### src/rtl/bit_zx_deser.sv
// Serial-to-parallel packer: gathers single bits LSB first into a W-bit word
// and offers it on a valid/ready output. A flush closes a partial word early
// and the unused upper bits read as zero.
//
// Ports:
//   clk, reset        rising-edge clock, asynchronous active-high reset
//   in_bit, in_valid  serial bit and its qualifier
//   in_ready          high while collecting (state COLLECT)
//   flush             close the current partial word (used only when in_ready)
//   out_data          assembled word, bit i = i-th accepted bit
//   out_len           number of valid bits in out_data (1..W while out_valid)
//   out_valid         high while a word is held (state HOLD)
//   out_ready         consumer takes the held word
module bit_zx_deser #(
    parameter int W = 8,
    localparam int LW = $clog2(W + 1)
) (
    input  logic          clk,
    input  logic          reset,
    input  logic          in_bit,
    input  logic          in_valid,
    output logic          in_ready,
    input  logic          flush,
    output logic [W-1:0]  out_data,
    output logic [LW-1:0] out_len,
    output logic          out_valid,
    input  logic          out_ready
);

    localparam logic [0:0] COLLECT = 1'b0;
    localparam logic [0:0] HOLD    = 1'b1;

    localparam logic [LW-1:0] FULL = LW'(W);

    logic [0:0]    state;
    logic [LW-1:0] cnt;
    logic [W-1:0]  shreg;
    logic [LW-1:0] len;

    logic          accept;
    logic [LW-1:0] cnt_inc;
    logic [LW-1:0] n;
    logic [W-1:0]  bit_mask;
    logic [W-1:0]  shreg_set;

    // Handshake flags come only from the state register.
    assign in_ready  = (state == COLLECT);
    assign out_valid = (state == HOLD);
    assign out_data  = shreg;
    assign out_len   = len;

    always_comb begin
        accept   = in_ready & in_valid;
        cnt_inc  = cnt + LW'(1);
        // A bit presented alongside flush is counted before the flush.
        n        = accept ? cnt_inc : cnt;
        bit_mask = {{(W-1){1'b0}}, 1'b1} << cnt;
        // Bits at and above cnt are always zero, so OR-ing places the bit.
        shreg_set = in_bit ? (shreg | bit_mask) : shreg;
    end

    always_ff @(posedge clk or posedge reset) begin
        if (reset) begin
            state <= COLLECT;
            cnt   <= '0;
            shreg <= '0;
            len   <= '0;
        end else begin
            case (state)
                COLLECT: begin
                    if (accept) begin
                        shreg <= shreg_set;
                        cnt   <= cnt_inc;
                    end
                    // A filling bit makes a full word; any flush is absorbed.
                    if (accept && cnt_inc == FULL) begin
                        state <= HOLD;
                        len   <= FULL;
                    end else if (flush && n != '0) begin
                        state <= HOLD;
                        len   <= n;
                    end
                end
                HOLD: begin
                    if (out_ready) begin
                        state <= COLLECT;
                        cnt   <= '0;
                        shreg <= '0;
                        len   <= '0;
                    end
                end
                default: begin
                    state <= COLLECT;
                    cnt   <= '0;
                    shreg <= '0;
                    len   <= '0;
                end
            endcase
        end
    end

endmodule

### config.mk
export PLATFORM = sky130hd
export DESIGN_NAME = bit_zx_deser
export DESIGN_NICKNAME = d
export VERILOG_FILES = /design/src/rtl/bit_zx_deser.sv
export SDC_FILE = /design/constraint.sdc
export NUM_CORES = 1
export LEC_CHECK = 0
export BUFFER_PORTS_ARGS = -buffer_cell sky130_fd_sc_hd__buf_4
export CAP_MARGIN = 10
export CORE_UTILIZATION = 30
export CTS_BUF_LIST = sky130_fd_sc_hd__clkbuf_8
export DETAILED_ROUTE_END_ITERATION = 8
export HOLD_SLACK_MARGIN = 0.03
export SYNTH_ARGS = -nofsm -noshare
export SYNTH_HDL_FRONTEND = slang
export SYNTH_SLANG_ARGS = --single-unit
### constraint.sdc
create_clock -name clk -period 5.1 [get_ports clk]
set_clock_uncertainty 0.2 [all_clocks]
set_input_delay 1.02 -clock clk [delete_from_list [all_inputs] [get_ports clk]]
set_output_delay 1.02 -clock clk [all_outputs]
set_load 0.05 [all_outputs]
==> results of run 1 <==
[placed cells by master (no fill, tap or decap), types with 2 or more instances in the layout]
cell       Yosys  routed
buf_4          0      19
dfrtp_1       17      17
nor2_1        11      11
a21oi_1        9       9
inv_1          9       9
ha_1           7       7
and2_1         3       3
clkbuf_8       0       3
nand3_1        2       2
o21a_1         2       2
xnor2_1        2       2
nand2_1        2       2
o2bb2ai_1      2       2
o21ai_0        2       2
a21o_1         2       2
[routing by layer]
layer	track usage (%)	share of wire [%]	vias to the layer above
met1	15.8	48	312
met5	0	0	-
met3	3.69	4.4	4
li1	-	-	339
met4	5.23	2.1	0
met2	19.4	45	16
[logic make-up (layout without fill, tap and decap cells)]
kind of cell,count (synthesis),count (layout),share of synthesized area (%)
xor+xnor,2,2,1.98
compound gates,25,25,20.5
flops,17,17,48.1
buf+inv,10,32,4.24
simple gates,23,23,13.6
fa+ha+maj,7,7,9.90
mux,1,1,1.70
[cell type report]
cell class,instances,area (sq um)
Tap cell,31,38.8
Clock buffer,3,41.3
Inverter,9,33.8
Sequential cell,17,425
Timing Repair Buffer,19,143
Fill cell,276,1670
Multi-Input combinational cell,58,422
Clock inverter,1,5.00
[flip-flops by register name (all words and copies together) (netlist names)]
register and cells:
out_valid 1, out_data 8, out_len 4, cnt 4
[power groups by stage]
stage          Clock, W  Sequential (W)  Combinational, W
6_report       0.000102        0.000208          0.000316
5_1_grt        0.000111        0.000214          0.000342
4_1_cts        0.000106        0.000208          0.000319
3_5_place_dp          0        0.000210          0.000318
3_3_place_gp          0        0.000210          0.000316
2_1_floorplan         0        0.000285          0.000155
[final timing paths]
| check | from | to | slack [ns] | cells after the start |
|---|---|---|---|---|
| min | out_data[7] | out_data[7] | 0.30 | 2 |
| min in group asynchronous | reset | out_valid | 0.66 | 2 |
| max reg2reg | cnt[0] | out_len[2] | 2.83 | 7 |
| max | in_valid | out_len[2] | 2.69 | 6 |
| min reg2reg | out_data[7] | out_data[7] | 0.30 | 2 |
| max in group asynchronous | reset | cnt[0] | 3.63 | 2 |
[worst reg2reg max path, stage by stage (launching register included)]
cell	delay (ns)
dfrtp_1	0.46
ha_1	0.26
ha_1	0.32
and4b_1	0.20
a31oi_1	0.07
o41ai_4	0.39
nand2_1	0.12
o2bb2ai_1	0.15
[per-stage QoR]
| step | utilization, % | cells | hold WS [ns] | setup WS, ns | instance area, sq um |
|---|---|---|---|---|---|
| after global routing | 39.9 | 138 | 0.329 | 2.62 | 1110 |
| after floorplan | - | 85 | 0.333 | 2.69 | 885 |
| after global placement | 38.2 | 134 | 0.280 | 2.48 | 1060 |
| after CTS | 39.9 | 138 | 0.310 | 2.71 | 1110 |
| final | 39.9 | 138 | 0.298 | 2.69 | 1110 |
| after detailed placement | 38.2 | 134 | 0.293 | 2.43 | 1060 |
==> summary.json, run 1 <==
{
  "synth_enable_flop_cells": 0,
  "worst_ep_required_time_ns": 5.04,
  "clockPowerShare_pct": 16.3,
  "seqPwrFrac_pct": 33.2,
  "fin_crit_sh_pct": 47.2,
  "ant_nets": 0,
  "slowest_delay_ns": 0.36,
  "netSwitchingFraction_pct": 47.2,
  "floorplan.die.height_um": 56.3,
  "max_freq_ghz": 0.415,
  "async_reset_ff_share_pct": 100,
  "synth.yosys.warnings": 0,
  "grt_antenna_before_repair": 0,
  "core-area_sq_mm": 0.00278,
  "floorplan.initialDensity_pct": 31.8,
  "minimum_clock_period_ns": 2.41,
  "largest_net_degree_at_the_start_of_global_routing": 18,
  "synth_nets": 98,
  "crit_chain": "buf_4, nor2b_1, mux2_4, o41ai_4, nand2_1, o2bb2ai_1",
  "irDropWorstVdd_uv": 371,
  "first_global_vias": 667,
  "synthDistinctLibCells": 28,
  "ys_seq_area_share_pct": 48.1,
  "setup_violations": 0,
  "total_detailed_routing_wirelength_mm": 1.80,
  "detail_route.first_pass.iterations": 4,
  "cts.clk_slew.worst_paths_ns": 0.07,
  "grt_pass1_wl_mm": 3.02,
  "gr-total-overflow": 0,
  "syn_inst": 85,
  "cap_violations": 0,
  "detail_route.wl_per_cell_um": 13.1,
  "route.detailed.vias_per_inst": 4.86,
  "cts.path.max_buffers": 2,
  "number_of_vias_in_the_routed_layout": 671,
  "internal-power_w": 0.000330,
  "syn_to_final_growth_pct": 25.3,
  "initial_drc_count": 10,
  "tightestPinTransition_ns": 0.651,
  "yosys.area.top_type_share_pct": 48.1,
  "yosys.area.top_type": "dfrtp_1",
  "synthesis.area_per_instance_sq_um": 10.4,
  "syn_area_sq_um": 885,
  "cts_inserted_buffers": 3,
  "postCtsSetupRepairBufs": 0,
  "ys_top_cells_by_area": "dfrtp_1 (48%), ha_1 (9.9%), a21oi_1 (5.1%), nor2_1 (4.7%), inv_1 (3.8%)",
  "clock-root-buffer": "clkbuf_8",
  "io_buffers": 19,
  "power_density_mw_per_mm2": 565,
  "synth_common_cells": "dfrtp_1 (17), nor2_1 (11), a21oi_1 (9), inv_1 (9), ha_1 (7)",
  "total_power_w": 0.000626,
  "run_status": "finished, final reports clean",
  "critPathCaptureType": "flip-flop",
  "switchingPower_w": 0.000296,
  "critical_path_class": "in2reg",
  "num_rows": 19,
  "die_width_um": 56.3,
  "combPwrFrac_pct": 50.5,
  "postSynthRegisterBits": 17,
  "boundaryPins": 20,
  "tritoncts": "done",
  "share_of_post_route_cells_with_drive_strength_above_1_pct": 25.2,
  "holdBufCountCts": 0,
  "cts_repair_resize_count": 0,
  "totalNegativeSetupSlack_ns": 0,
  "grt_setup_unrepaired": "no",
  "clkLatencyLatePin_ns": 0.25,
  "dp_hpwl_mm": 1.37,
  "num_antenna_cells": 0,
  "globalplace.congestion": 0.725,
  "remaining_drc_errors": 0,
  "ys_dominant_reg_cell": "dfrtp_1",
  "cp_buf_inv_count": 1,
  "hold_violations": 0,
  "timing.final.max_slew_violations": 0,
  "worstSetupStartpointType": "input pin",
  "post-synth-top-count-cell": "dfrtp_1",
  "die_area_sq_mm": 0.00317,
  "holdCritPathClass": "reg2reg",
  "globalRouteTotalUtil_pct": 12.3,
  "max-slew-margin-rel_pct": 56.5,
  "cts.sinks": 17,
  "arrival_ns": 2.35,
  "critical_path.slowest_cell": "mux2_4",
  "cts_htree_levels": 1,
  "critPathTopFamily": "compound AO/OA/AOI/OAI gates",
  "p_leak_nw": 0.566,
  "finalNetCount": 121,
  "worst-path-max-fanout": 7
}
(Power assumes the default switching activity.)
==> run 2, diff against run 1 <==
clock period = 1.95 ns   (was 5.1 ns; I/O delays follow)
==> run 2 against run 1 <==
Against the previous run: the flow now finishes with violations (negative setup slack); power grew to 3.0 times the previous value; clock power grew to 2.6 times the previous value; core utilization is 6.0 points higher; non-clock buffer count is 16 higher; register-to-register slack worse by 2.9 ns; first-iteration DRC count grew to 2.5 times the previous value; sequential share of layout area is 4.7 points lower; sequential power grew to 2.5 times the previous value; clock-buffer cell count stayed put; critical path type is now reg2reg.
==> summary.json, run 2 (synthesis results as in run 1) <==
{
  "tightestPinTransition": {"value": 0.636, "unit": "ns", "change": "-0.0154 ns"},
  "core-area": {"value": 0.00278, "unit": "sq mm", "change": "unchanged"},
  "syn_to_final_growth_pct": 44.1,
  "dp_hpwl": {"value": 1.49, "unit": "mm", "change": "+8.3%"},
  "total_power": {"value": 0.00187, "unit": "W", "change": "+200%"},
  "cts.path.max_buffers": {"value": 2, "change": "unchanged"},
  "remaining_drc_errors": {"value": 0, "change": "unchanged"},
  "layout.cells.non_filler": {"value": 154, "change": "+12%"},
  "worstSetupStartpointType": "flip-flop",
  "slowest_delay": {"value": 0.45, "unit": "ns", "change": "+0.09 ns"},
  "utilization": {"value": 45.8, "unit": "%", "change": "+6.0 points"},
  "num_rows": {"value": 19, "change": "unchanged"},
  "grt_antenna_before_repair": {"value": 0, "change": "unchanged"},
  "largest_net_degree_at_the_start_of_global_routing": {"value": 18, "change": "unchanged"},
  "critPathCaptureType": "flip-flop",
  "worst_ep_required_time": {"value": 1.89, "unit": "ns", "change": "-3.15 ns"},
  "tritoncts": "done",
  "die_width": {"value": 56.3, "unit": "um", "change": "unchanged"},
  "clkLatencyLatePin": {"value": 0.25, "unit": "ns", "change": "about the same"},
  "first_global_vias": {"value": 716, "change": "+7.3%"},
  "clock-root-buffer": "clkbuf_8",
  "final.setup.worst_slack": {"value": -0.0786, "unit": "ns", "change": "-2.77 ns"},
  "fin_crit_sh_pct": 104,
  "power_density": {"value": 1460, "unit": "mW/mm^2", "change": "+160%"},
  "io_buffers": {"value": 19, "change": "unchanged"},
  "crit_chain": "ha_4, ha_4, and4b_1, a31oi_2, o41ai_4, nand2_1, o2bb2ai_1",
  "holdCritPathClass": "in2async",
  "floorplan.initialDensity": {"value": 31.8, "unit": "%", "change": "unchanged"},
  "most_common_cell_type_on_the_critical_path": "ha_4",
  "timing.final.max_slew_violations": {"value": 0, "change": "unchanged"},
  "grt_pass1_wl": {"value": 3.42, "unit": "mm", "change": "+13%"},
  "totalNegativeSetupSlack": {"value": -0.298, "unit": "ns", "change": "-0.298 ns"},
  "minimum_clock_period_ns": 2.03,
  "ant_nets": {"value": 0, "change": "unchanged"},
  "cts_htree_levels": {"value": 1, "change": "unchanged"},
  "die_area": {"value": 0.00317, "unit": "sq mm", "change": "unchanged"},
  "critical_path_class": "reg2reg",
  "cts.sinks": {"value": 17, "change": "unchanged"},
  "total_detailed_routing_wirelength": {"value": 1.96, "unit": "mm", "change": "+8.7%"},
  "max-slew-margin-rel": {"value": 57.6, "unit": "%", "change": "+1.0 points"},
  "worst-path-max-fanout": {"value": 4, "change": "-3"},
  "critical_path.slowest_cell": "dfrtp_2",
  "hold_violations": {"value": 0, "change": "unchanged"},
  "floorplan.die.height": {"value": 56.3, "unit": "um", "change": "unchanged"},
  "cts.clk_slew.worst_paths": {"value": 0.07, "unit": "ns", "change": "about the same"},
  "hold-worst-slack": {"value": 0.0178, "unit": "ns", "change": "-0.280 ns"},
  "place.detailed.instances": {"value": 148, "change": "+10%"},
  "globalplace.congestion": {"value": 0.834, "change": "+15%"},
  "setup_violations": {"value": 5, "change": "+5"},
  "num_antenna_cells": {"value": 0, "change": "unchanged"},
  "largest_reg_flops": {"value": 8, "change": "unchanged"},
  "initial_drc_count": {"value": 25, "change": "+15"},
  "number_of_vias_in_the_routed_layout": {"value": 729, "change": "+8.6%"},
  "finalNetCount": {"value": 137, "change": "+13%"},
  "layout.cells.most_common": "buf_4",
  "boundaryPins": {"value": 20, "change": "unchanged"},
  "p_leak": {"value": 0.645, "unit": "nW", "change": "+14%"},
  "grt_setup_unrepaired": "yes",
  "detail_route.wl_per_cell": {"value": 12.7, "unit": "um", "change": "-2.6%"},
  "route.detailed.vias_per_inst": {"value": 4.73, "change": "-2.6%"},
  "cap_violations": {"value": 0, "change": "unchanged"},
  "max_freq_ghz": 0.493,
  "globalRouteTotalUtil": {"value": 14.4, "unit": "%", "change": "+2.0 points"},
  "cts_inserted_buffers": {"value": 3, "change": "unchanged"},
  "share_of_post_route_cells_with_drive_strength_above_1": {"value": 42.3, "unit": "%", "change": "+17 points"},
  "arrival": {"value": 1.97, "unit": "ns", "change": "-0.38 ns"},
  "mostFrequentLayoutCells": "buf_4 (35), dfrtp_1 (14), nor2_1 (11), a21oi_1 (8), inv_1 (8)",
  "cp_buf_inv_count": {"value": 0, "change": "-1"},
  "violations": "negative setup slack",
  "run_status": "finished, violations left",
  "detail_route.first_pass.iterations": {"value": 4, "change": "unchanged"},
  "gr-total-overflow": {"value": 0, "change": "unchanged"},
  "irDropWorstVdd": {"value": 964, "unit": "uV", "change": "+160%"},
  "critPathTopFamily": "compound AO/OA/AOI/OAI gates"
}
[run 2: cell types whose count changed in the layout (fill, tap and decap cells not counted), moves of 2 or more]
cell	previous run	this run
ha_1	7	5
dfrtp_1	17	14
ha_4	0	2
dfrtp_2	0	3
buf_4	19	35
[run 2: what timing repair did]
action / 4_1_cts / 5_1_grt
setup buffers: 2 / 0
endpoints found under the setup margin: 4 / 5
gates resized for setup: 1 / 0
hold endpoints to repair: 0 / 0
pin swaps: 1 / 0
hold buffers: 0 / 0
[run 2: through the flow]
step,setup WS (ns),instance area (sq um)
2_1_floorplan,-0.00472,927
3_3_place_gp,-0.0359,1210
3_5_place_dp,-0.0772,1210
4_1_cts,-0.0757,1270
5_1_grt,-0.167,1270
6_report,-0.0786,1270
[run 2: report_power, final]
group / switching [W] / internal, W
Sequential: 0.0000815 / 0.000447
Combinational: 0.000632 / 0.000437
Clock: 0.000127 / 0.000142
Total: 0.000841 / 0.00103
[run 2: worst register-to-register path: cells and delay by family, from the launching register on]
kind,cells,cell delay [ns]
and+or+nand+nor,2,0.32
DFF,1,0.45
adders and majority gates,2,0.43
AOI/OAI and AO/OA,3,0.53
[run 2: routing by layer]
metal  track usage (%)  vias up  share of wire, %
li1                  -      366                 -
met1              20.1      336                49
met2              20.6       22                45
met3              2.76        5               3.5
met4              8.36        0               2.6
met5                 0        -                 0
[run 2: worst paths after layout]
path	slack, ns	endpoint	startpoint	cells past startpoint
setup / recovery	-0.08	out_len[2]	cnt[0]	7
hold / removal	0.02	out_len[1]	reset	2
setup reg to reg	-0.08	out_len[2]	cnt[0]	7
hold reg to reg	0.29	out_data[3]	out_data[3]	2
max in group asynchronous	1.08	cnt[0]	reset	2
min in group clk	0.22	out_len[1]	flush	3
[run 2: final cells by class]
type,count,area [sq um]
Fill cell,251,1510
Multi-Input combinational cell,58,464
Sequential cell,17,429
Timing Repair Buffer,35,263
Clock buffer,3,41.3
Tap cell,31,38.8
Inverter,9,33.8
Clock inverter,1,5.00
==> run 3, diff against run 2 <==
CTS_BUF_LIST = unset   (was sky130_fd_sc_hd__clkbuf_8)
==> run 3 against run 2 <==
Against the previous run: the flow still finishes with violations (negative setup slack); critical path depth unchanged; routed wire length decreased by 0.92%; combinational power barely moved; largest cell class unchanged.
==> summary.json, run 3 (synthesis results as in run 1) <==
{
  "remaining_drc_errors": {"value": 0, "change": "unchanged"},
  "final.setup.worst_slack": {"value": -0.0947, "unit": "ns", "change": "-0.0161 ns"},
  "grt_pass1_wl": {"value": 3.44, "unit": "mm", "change": "+0.82%"},
  "total_detailed_routing_wirelength": {"value": 1.94, "unit": "mm", "change": "-0.92%"},
  "detail_route.first_pass.iterations": {"value": 4, "change": "unchanged"},
  "wl_met2": {"value": 859, "unit": "um", "change": "-1.5%"},
  "arrival": {"value": 2.03, "unit": "ns", "change": "+0.06 ns"},
  "worst_r2r_startpoint": "cnt[0]",
  "boundaryPins": {"value": 20, "change": "unchanged"},
  "netSwitchingFraction": {"value": 46.5, "unit": "%", "change": "+1.4 points"},
  "hold-worst-slack": {"value": 0.180, "unit": "ns", "change": "+0.162 ns"},
  "worstReg2RegEnd": "out_len[2]",
  "ff2ff_path_depth": {"value": 7, "change": "unchanged"},
  "setup_violations": {"value": 5, "change": "unchanged"},
  "share_of_post_route_cells_with_drive_strength_above_1": {"value": 41.9, "unit": "%", "change": "-0.34 points"},
  "first_global_vias": {"value": 719, "change": "+0.42%"},
  "hold_violations": {"value": 0, "change": "unchanged"},
  "total_power": {"value": 0.00179, "unit": "W", "change": "-3.9%"},
  "die_width": {"value": 56.3, "unit": "um", "change": "unchanged"},
  "worstSetupStartpointType": "flip-flop",
  "seqPwrFrac": {"value": 29.4, "unit": "%", "change": "+1.1 points"},
  "combPwrFrac": {"value": 59.6, "unit": "%", "change": "+2.3 points"},
  "critPathCaptureType": "flip-flop",
  "core-area": {"value": 0.00278, "unit": "sq mm", "change": "unchanged"},
  "layout.cells.most_common": "buf_4",
  "route.detailed.vias_per_inst": {"value": 4.61, "change": "-2.7%"},
  "slowest_delay": {"value": 0.46, "unit": "ns", "change": "about the same"},
  "totalNegativeSetupSlack": {"value": -0.376, "unit": "ns", "change": "-0.0783 ns"},
  "met1Wirelength": {"value": 988, "unit": "um", "change": "+2.4%"},
  "die_area": {"value": 0.00317, "unit": "sq mm", "change": "unchanged"},
  "reg2reg_setup_slack": {"value": -0.09, "unit": "ns", "change": "-0.02 ns"},
  "grt_antenna_before_repair": {"value": 0, "change": "unchanged"},
  "top_layer_used_by_detailed_routing": "met4",
  "clkLatencyLatePin": {"value": 0.29, "unit": "ns", "change": "+0.04 ns"},
  "clockPowerShare": {"value": 10.9, "unit": "%", "change": "-3.5 points"},
  "place.detailed.instances": {"value": 148, "change": "unchanged"},
  "internal-power": {"value": 0.000961, "unit": "W", "change": "-6.4%"},
  "minimum_clock_period": {"value": 2.04, "unit": "ns", "change": "+0.0161 ns"},
  "worst_ep_required_time": {"value": 1.93, "unit": "ns", "change": "+0.04 ns"},
  "startpoint": "cnt[0]",
  "cts_inserted_buffers": {"value": 3, "change": "unchanged"},
  "holdCritPathClass": "in2reg",
  "io_buffers": {"value": 19, "change": "unchanged"},
  "largest_net_degree_at_the_start_of_global_routing": {"value": 18, "change": "unchanged"},
  "worstSetupEndpoint": "out_len[2]",
  "number_of_vias_in_the_routed_layout": {"value": 714, "change": "-2.1%"},
  "dp_hpwl": {"value": 1.49, "unit": "mm", "change": "unchanged"},
  "timing.final.max_slew_violations": {"value": 0, "change": "unchanged"},
  "tightestPinTransition": {"value": 0.640, "unit": "ns", "change": "+0.00390 ns"},
  "floorplan.initialDensity": {"value": 31.8, "unit": "%", "change": "unchanged"},
  "num_antenna_cells": {"value": 0, "change": "unchanged"},
  "cap_violations": {"value": 0, "change": "unchanged"},
  "num_rows": {"value": 19, "change": "unchanged"},
  "placement.cell_area": {"value": 0.00121, "unit": "sq mm", "change": "unchanged"},
  "cts.sinks": {"value": 17, "change": "unchanged"},
  "cts.path.max_buffers": {"value": 2, "change": "unchanged"},
  "max-slew-margin-rel": {"value": 57.3, "unit": "%", "change": "-0.26 points"},
  "syn_to_final_growth_pct": 43.1,
  "power_density": {"value": 1420, "unit": "mW/mm^2", "change": "-3.2%"},
  "critical_path_class": "reg2reg",
  "cts.clk_slew.worst_paths": {"value": 0.11, "unit": "ns", "change": "+0.04 ns"},
  "crit_chain": "ha_4, ha_4, and4b_1, a31oi_2, o41ai_4, nand2_1, o2bb2ai_1",
  "tritoncts": "done",
  "layout.cells.non_filler": {"value": 155, "change": "+0.65%"},
  "fin_crit_sh": {"value": 105, "unit": "%", "change": "+0.83 points"},
  "switchingPower": {"value": 0.000834, "unit": "W", "change": "-0.85%"},
  "most_common_cell_type_on_the_critical_path": "ha_4",
  "gr-total-overflow": {"value": 0, "change": "unchanged"},
  "largest_reg_flops": {"value": 8, "change": "unchanged"},
  "max_freq": {"value": 0.489, "unit": "GHz", "change": "-0.79%"},
  "run_status": "finished, violations left",
  "cts_htree_levels": {"value": 1, "change": "unchanged"},
  "clock-root-buffer": "clkbuf_4",
  "floorplan.die.height": {"value": 56.3, "unit": "um", "change": "unchanged"},
  "wire_length_on_met3": {"value": 59, "unit": "um", "change": "-14%"},
  "finalNetCount": {"value": 138, "change": "+0.73%"},
  "detail_route.wl_per_cell": {"value": 12.5, "unit": "um", "change": "-1.6%"},
  "violations": "negative setup slack",
  "p_leak": {"value": 0.642, "unit": "nW", "change": "-0.56%"},
  "postLayoutCellArea": {"value": 0.00127, "unit": "sq mm", "change": "-0.69%"},
  "initial_drc_count": {"value": 23, "change": "-8.0%"},
  "ant_nets": {"value": 0, "change": "unchanged"},
  "grt_setup_unrepaired": "yes",
  "critical_path.slowest_cell": "dfrtp_2",
  "worst-path-max-fanout": {"value": 4, "change": "unchanged"},
  "globalplace.congestion": {"value": 0.834, "change": "unchanged"},
  "mostFrequentLayoutCells": "buf_4 (35), dfrtp_1 (14), nor2_1 (11), a21oi_1 (8), inv_1 (8)",
  "globalRouteTotalUtil": {"value": 14.1, "unit": "%", "change": "-0.29 points"},
  "irDropWorstVdd": {"value": 974, "unit": "uV", "change": "+1.0%"}
}
run 3: per-stage QoR:
stage / setup slack, ns / utilization (%)
6_report: -0.0947 / 45.5
5_1_grt: -0.181 / 45.5
4_1_cts: -0.0849 / 45.5
3_5_place_dp: -0.0772 / 43.5
3_3_place_gp: -0.0359 / 43.5
2_1_floorplan: -0.00472 / -
run 3: critical path, delay by kind of cell (launching register included):
| kind | cells | cell delay, ns |
|---|---|---|
| and+or+nand+nor | 2 | 0.32 |
| adders and majority gates | 2 | 0.43 |
| AOI/OAI and AO/OA | 3 | 0.53 |
| DFF | 1 | 0.46 |
run 3: power by group through the flow:
| stage | combinational, W | clock, W | sequential, W |
|---|---|---|---|
| 2_1_floorplan | 0.000432 | 0 | 0.000765 |
| 3_3_place_gp | 0.00105 | 0 | 0.000531 |
| 3_5_place_dp | 0.00105 | 0 | 0.000534 |
| 4_1_cts | 0.00108 | 0.000204 | 0.000529 |
| 5_1_grt | 0.00116 | 0.000226 | 0.000541 |
| 6_report | 0.00107 | 0.000196 | 0.000528 |
run 3: final cells by class:
type                       instances  area [sq um]
multi-input combinational         58           464
clock buffer                       3          22.5
fill                             250          1520
tap                               31          38.8
timing repair buffer              36           273
clock inverter                     1          5.00
sequential                        17           429
inverter                           9          33.8
run 3: worst min-delay path by stage:
stage           startpoint          end  slack, ns  cells past startpoint
3_5_place_dp   out_data[3]  out_data[3]       0.28                      2
6_report             flush   out_len[1]       0.18                      3
4_1_cts              flush   out_len[1]       0.17                      3
2_1_floorplan        reset       cnt[2]       0.12                      1
5_1_grt              flush   out_len[1]       0.17                      3
3_3_place_gp   out_data[3]  out_data[3]       0.28                      2
run 3: what timing repair did:
item | CTS | global route
buffers inserted | 2 | 0
hold endpoints to repair | 17 | 0
cloned | 0 | 0
pin swaps | 1 | 0
hold buffers | 1 | 0
gates resized for setup | 1 | 0
endpoints found under the setup margin | 4 | 5
run 3: per-layer routing:
| layer | up-vias | global-route usage (%) |
|---|---|---|
| li1 | 369 | - |
| met3 | 4 | 2.07 |
| met5 | - | 0 |
| met2 | 15 | 20.6 |
| met4 | 0 | 6.27 |
| met1 | 326 | 20.6 |
